`src/rtl/pipelined_ripple_adder_pkg.sv`:
```
// adder_pkg: mode encodings and stage-count helper shared by the pipelined adder.
package adder_pkg;
  localparam logic ADD = 1'b0;
  localparam logic SUB = 1'b1;
  function automatic int stages_f(input int width, input int seg);
    return width / seg;
  endfunction
endpackage

```
`src/rtl/pipelined_ripple_adder_if.sv`:
```
// pipelined_ripple_adder_if: operand and result valid/ready streams of the pipelined adder.
interface pipelined_ripple_adder_if #(
  parameter int WIDTH = 16
);
  logic in_valid, in_ready, in_cin, in_sub;
  logic out_valid, out_ready, out_cout, out_ovf;
  logic [WIDTH-1:0] in_a, in_b, out_sum;
  modport master (
    output in_valid, in_a, in_b, in_cin, in_sub, out_ready,
    input  in_ready, out_valid, out_sum, out_cout, out_ovf
  );
  modport slave (
    input  in_valid, in_a, in_b, in_cin, in_sub, out_ready,
    output in_ready, out_valid, out_sum, out_cout, out_ovf
  );
endinterface

```
`src/rtl/pipelined_ripple_adder_ripple_segment.sv`:
```
// ripple_segment: combinational SEG-bit chain of full adders.
module ripple_segment #(
  parameter int SEG = 4
) (
  input  logic [SEG-1:0] a,
  input  logic [SEG-1:0] b,
  input  logic           cin,
  output logic [SEG-1:0] sum,
  output logic           cout,
  output logic           c_msb
);
  logic [SEG:0] c;
  always_comb begin
    c[0] = cin;
    sum = '0;
    for (int i = 0; i < SEG; i++) begin
      sum[i] = a[i] ^ b[i] ^ c[i];
      c[i+1] = (a[i] & b[i]) | (c[i] & (a[i] ^ b[i]));
    end
  end
  assign cout = c[SEG];
  assign c_msb = c[SEG-1];
endmodule

```
`src/rtl/pipelined_ripple_adder.sv`:
```
// pipelined_ripple_adder: valid/ready add/subtract, one SEG-bit carry segment per pipeline stage.
module pipelined_ripple_adder
  import adder_pkg::*;
#(
  parameter int WIDTH = 16,
  parameter int SEG = 4
) (
  input logic clk,
  input logic rst,
  pipelined_ripple_adder_if.slave bus
);
  localparam int STAGES = stages_f(WIDTH, SEG);
  if (WIDTH % SEG != 0) begin : g_chk
    $error("WIDTH must be a multiple of SEG");
  end
  logic adv;
  logic v_in_q, c_in_q;
  logic [WIDTH-1:0] a_in_q, b_in_q;
  logic v_w [STAGES];
  logic c_w [STAGES];
  logic [WIDTH-1:0] x_w [STAGES];
  logic [WIDTH-1:0] y_w [STAGES];
  logic valid_q, cout_q, ovf_q;
  logic [WIDTH-1:0] sum_q;
  assign adv = !valid_q || bus.out_ready;
  assign bus.in_ready = adv;
  assign bus.out_valid = valid_q;
  assign bus.out_sum = sum_q;
  assign bus.out_cout = cout_q;
  assign bus.out_ovf = ovf_q;
  // B and the carry are conditioned for subtract once, at capture
  always_ff @(posedge clk or posedge rst)
    if (rst) v_in_q <= 1'b0;
    else if (adv) v_in_q <= bus.in_valid;
  always_ff @(posedge clk)
    if (adv) begin
      a_in_q <= bus.in_a;
      b_in_q <= bus.in_sub == ADD ? bus.in_b : ~bus.in_b;
      c_in_q <= bus.in_sub == ADD ? bus.in_cin : ~bus.in_cin;
    end
  assign v_w[0] = v_in_q;
  assign c_w[0] = c_in_q;
  assign x_w[0] = a_in_q;
  assign y_w[0] = b_in_q;
  // x shifts right each stage: pending A leaves at the bottom, resolved sum enters at the top
  for (genvar k = 0; k < STAGES; k++) begin : g_stage
    logic [SEG-1:0] s;
    logic co;
    logic [WIDTH-1:0] x_d;
    assign x_d = WIDTH'({s, x_w[k]} >> SEG);
    if (k == STAGES - 1) begin : g_last
      logic cm;
      ripple_segment #(.SEG(SEG)) u_seg (
        .a(x_w[k][SEG-1:0]), .b(y_w[k][SEG-1:0]), .cin(c_w[k]),
        .sum(s), .cout(co), .c_msb(cm)
      );
      always_ff @(posedge clk or posedge rst)
        if (rst) begin
          valid_q <= 1'b0;
          sum_q <= '0;
          cout_q <= 1'b0;
          ovf_q <= 1'b0;
        end else if (adv) begin
          valid_q <= v_w[k];
          sum_q <= x_d;
          cout_q <= co;
          ovf_q <= co ^ cm;
        end
    end else begin : g_mid
      logic v_q, c_q;
      logic [WIDTH-1:0] x_q, y_q, y_d;
      ripple_segment #(.SEG(SEG)) u_seg (
        .a(x_w[k][SEG-1:0]), .b(y_w[k][SEG-1:0]), .cin(c_w[k]),
        .sum(s), .cout(co), .c_msb()
      );
      assign y_d = y_w[k] >> SEG;
      always_ff @(posedge clk or posedge rst)
        if (rst) v_q <= 1'b0;
        else if (adv) v_q <= v_w[k];
      always_ff @(posedge clk)
        if (adv) begin
          x_q <= x_d;
          y_q <= y_d;
          c_q <= co;
        end
      assign v_w[k+1] = v_q;
      assign c_w[k+1] = c_q;
      assign x_w[k+1] = x_q;
      assign y_w[k+1] = y_q;
    end
  end
endmodule
```
`src/flat_wrapper.sv`:
```
// flat-port wrapper written by rule: the top's interface ports become plain ports
module pipelined_ripple_adder_flat import adder_pkg::*;
#(
  parameter int WIDTH = 16,
  parameter int SEG = 4
)
  (clk, rst, bus_in_valid, bus_in_a, bus_in_b, bus_in_cin, bus_in_sub, bus_out_ready, bus_in_ready, bus_out_valid, bus_out_sum, bus_out_cout, bus_out_ovf);
  pipelined_ripple_adder_if #(.WIDTH(WIDTH)) bus_i ();
  input logic clk;
  input logic rst;
  input wire logic [$bits(bus_i.in_valid)-1:0] bus_in_valid;
  input wire logic [$bits(bus_i.in_a)-1:0] bus_in_a;
  input wire logic [$bits(bus_i.in_b)-1:0] bus_in_b;
  input wire logic [$bits(bus_i.in_cin)-1:0] bus_in_cin;
  input wire logic [$bits(bus_i.in_sub)-1:0] bus_in_sub;
  input wire logic [$bits(bus_i.out_ready)-1:0] bus_out_ready;
  output wire logic [$bits(bus_i.in_ready)-1:0] bus_in_ready;
  output wire logic [$bits(bus_i.out_valid)-1:0] bus_out_valid;
  output wire logic [$bits(bus_i.out_sum)-1:0] bus_out_sum;
  output wire logic [$bits(bus_i.out_cout)-1:0] bus_out_cout;
  output wire logic [$bits(bus_i.out_ovf)-1:0] bus_out_ovf;
  assign bus_i.in_valid = bus_in_valid;
  assign bus_i.in_a = bus_in_a;
  assign bus_i.in_b = bus_in_b;
  assign bus_i.in_cin = bus_in_cin;
  assign bus_i.in_sub = bus_in_sub;
  assign bus_i.out_ready = bus_out_ready;
  assign bus_in_ready = bus_i.in_ready;
  assign bus_out_valid = bus_i.out_valid;
  assign bus_out_sum = bus_i.out_sum;
  assign bus_out_cout = bus_i.out_cout;
  assign bus_out_ovf = bus_i.out_ovf;
  pipelined_ripple_adder #(.WIDTH(WIDTH), .SEG(SEG)) u_core (.clk(clk), .rst(rst), .bus(bus_i));
endmodule
```
`config.mk`:
```
export PLATFORM = sky130hd
export DESIGN_NAME = pipelined_ripple_adder_flat
export DESIGN_NICKNAME = d
export VERILOG_FILES = /design/src/rtl/pipelined_ripple_adder_pkg.sv /design/src/rtl/pipelined_ripple_adder_if.sv /design/src/rtl/pipelined_ripple_adder_ripple_segment.sv /design/src/rtl/pipelined_ripple_adder.sv /design/src/flat_wrapper.sv
export SDC_FILE = /design/constraint.sdc
export NUM_CORES = 1
export LEC_CHECK = 0
export ABC_AREA = 1
export CELL_PAD_IN_SITES_DETAIL_PLACEMENT = 1
export CELL_PAD_IN_SITES_GLOBAL_PLACEMENT = 1
export CORE_UTILIZATION = 44
export CTS_CLUSTER_SIZE = 28
export DETAILED_ROUTE_END_ITERATION = 8
export PLACE_DENSITY_LB_ADDON = 0.1
export SLEW_MARGIN = 20
export SYNTH_ARGS = -nofsm -noshare
export SYNTH_HDL_FRONTEND = slang
export SYNTH_HIERARCHICAL = 1
export SYNTH_SLANG_ARGS = --single-unit
```
`constraint.sdc`:
```
create_clock -name clk -period 2.9 [get_ports clk]
set_clock_uncertainty 0.15 [all_clocks]
set_input_delay 0.435 -clock clk [delete_from_list [all_inputs] [get_ports clk]]
set_output_delay 0.435 -clock clk [all_outputs]
set_load 0.01 [all_outputs]
```
==> flow_metrics.py <==
metrics = {
    "floorplan": {
        "core_area_sq_mm": 0.0104,
        "die_width_um": 106,
        "start_util_pct": 45.9,
        "rows": 37,
        "die_h_um": 106,
        "die_area_sq_mm": 0.0113,
        "ios": 58,
    },
    "critical_path": {
        "path_class": "in -> out",
        "rrSetupSlack_ns": 0.60,
        "cp-end-kind": "output port",
        "crit_arrival_ns": 1.74,
        "crit-reg2reg-capture": "u_core/bus.out_sum[15]",
        "startpoint_type": "input pin",
        "crit_fanout": 2,
        "cp.required_ns": 2.32,
        "r2r_start": "u_core/g_stage[2].g_mid.x_q[0]",
        "reg2regPathDepth": 8,
    },
    "final_layout": {
        "final_util_pct": 58.7,
        "instances_no_fill": 497,
        "final_common_cell": "edfxtp_1",
        "final_cell_mix": "edfxtp_1 (108), nand2_1 (59), clkdlybuf4s50_1 (57)",
        "drive_above_1_share_pct": 9.70,
        "area_growth_pct": 27.9,
        "nFillCells": 964,
        "antenna_cells": 0,
        "final_nets": 402,
    },
    "synth": {
        "synth.avg_cell_area_sq_um": 17.3,
        "syn_area_sq_mm": 0.00478,
        "syn-num-nets": 330,
        "synth_seq_cells": 131,
        "syn_inst": 276,
        "ys_seq_area_share_pct": 79.9,
        "yosys_warnings": 6,
        "synth_cell_types": 14,
    },
    "timing": {
        "clock.fmax_ghz": 0.430,
        "fin_tns_setup_ns": 0,
        "hold_viol": 0,
        "setup_violations": 0,
        "rsz0062_at_grt": "false",
        "period_needed_ns": 2.33,
        "drv_slew": 0,
        "relSlewSlack_pct": 39.5,
        "tightestPinTransition_ns": 0.906,
        "setup_ws_ns": 0.575,
        "period_share_pct": 80.2,
    },
    "pwr": {
        "p_leak_nw": 2.49,
        "power_w": 0.00679,
        "cellPowerDensity_mw_per_mm2": 1110,
        "peakVddDrop_uv": 438,
    },
    "placed_design": {
        "preCtsSetupSlack_ns": 0.565,
        "dp.cells": 465,
        "gp_congestion": 0.688,
        "dpl.hpwl_mm": 4.12,
        "portBuffers": 57,
    },
    "clock_network": {
        "cts_made_buffers": 17,
        "ctsHoldBuffers": 0,
        "cts_root_buf": "clkbuf_8",
        "cts_sinks": 131,
        "cts_resized": 0,
        "cts.path.max_buffers": 2,
        "htreeDepth": 4,
        "insertion_delay_ns": 0.51,
        "cts_tree": "yes",
        "postCtsSetupRepairBufs": 0,
        "cts.clk_slew.worst_paths_ns": 0.06,
    },
    "drt": {
        "drc": 0,
        "dr_wl_met2_mm": 3.25,
        "wl_met3_um": 312,
        "drt_pass1_iterations": 4,
        "routed_wl_mm": 6.70,
        "topRoutingLayerUsed": "met4",
        "via_per_inst": 4.45,
        "met1Wirelength_mm": 3.00,
        "wl_per_cell_um": 13.5,
        "dr_total_vias": 2211,
        "detail-route-antenna-nets": 0,
        "drt_iter0_markers": 95,
    },
    "hold_path": {
        "min_path_type": "reg -> reg",
        "holdPathEnd": "u_core/g_stage[2].g_mid.x_q[7]",
        "min-delay-start": "u_core/g_stage[1].g_mid.x_q[11]",
        "hold_depth": 0,
    },
    "global_route": {
        "grt_pass1_vias": 2288,
        "grt_usage_pct": 14.0,
        "antenna_found_initial": 0,
        "grt_pass1_wl_mm": 11.3,
        "grt_max_degree": 132,
        "grt_overflow": 0,
    },
    "flow_run": {
        "drv_cap": 0,
    },
    "run_status": {
        "status": "finished clean",
    },
}
## cells in the mapped netlist
cell type | n | area share [%]
nand2_1 | 59 | 4.6
buf_6 | 5 | 1.2
dfrtp_1 | 23 | 12
inv_1 | 38 | 3.0
xor2_1 | 17 | 3.1
nor2_4 | 1 | 0.24
nand3_1 | 1 | 0.10
fa_1 | 16 | 6.7
nand2_2 | 1 | 0.13
buf_8 | 1 | 0.31
inv_2 | 1 | 0.078
o21ai_0 | 4 | 0.42
nand2_4 | 1 | 0.24
edfxtp_1 | 108 | 68
## how the worst max path moves through the flow
stage	slack (ns)	start	to	cells past startpoint
after floorplan	0.76	u_core/g_stage[2].g_mid.x_q[0]	u_core/bus.out_sum[15]	8
after CTS	0.56	bus_out_ready	bus_in_ready	4
after global placement	0.59	bus_out_ready	bus_in_ready	4
after detailed placement	0.56	bus_out_ready	bus_in_ready	4
final	0.57	bus_out_ready	bus_in_ready	4
after global routing	0.46	u_core/g_stage[2].g_mid.x_q[0]	u_core/bus.out_ovf	10
## registers in the layout, summed over array words and instances, names as in the netlist, 3 cells and up
name	cells
u_core/g_stage.g_mid.x_q	48
u_core/g_stage.g_mid.c_q	3
u_core/a_in_q	16
u_core/bus.out_sum	16
u_core/g_stage.g_mid.v_q	3
u_core/b_in_q	16
u_core/g_stage.g_mid.y_q	24
## power by group
part	internal (W)	leakage, nW	switching, W
Sequential	0.00298	1.38	0.000262
Combinational	0.000587	0.815	0.000722
Clock	0.00149	0.296	0.000751
## per-layer routing
layer / global-route usage [%] / up-vias
met4: 7.74 / 0
met5: 0 / -
li1: - / 1060
met3: 5.33 / 10
met2: 21.3 / 57
met1: 17.1 / 1084
## final cells by class
type | count | area [sq um] | share of cell area [%]
Clock inverter | 12 | 204 | 3.33
Clock buffer | 20 | 425 | 6.96
Inverter | 39 | 146 | 2.39
Multi-Input combinational cell | 100 | 753 | 12.3
Timing Repair Buffer | 59 | 598 | 9.78
Sequential cell | 131 | 3820 | 62.4
Tap cell | 136 | 170 | 2.78
## metrics by stage
stage,hold WS (ns),area (sq um)
after global routing,0.275,6120
final,0.266,6120
after global placement,0.250,5490
after floorplan,0.250,4780
after CTS,0.267,6120
after detailed placement,0.256,5490
## cells by family after synthesis
group / share of synthesized area [%]
flops: 79.9
simple gates: 5.34
buf+inv: 4.55
xor+xnor: 3.11
fa+ha+maj: 6.70
compound gates: 0.419
## critical path, cell delays in order
cell and delay [ns]:
clkdlybuf4s50_1 0.54, inv_1 0.12, nand2_8 0.10, clkdlybuf4s50_1 0.54
(Power assumes the default switching activity.)
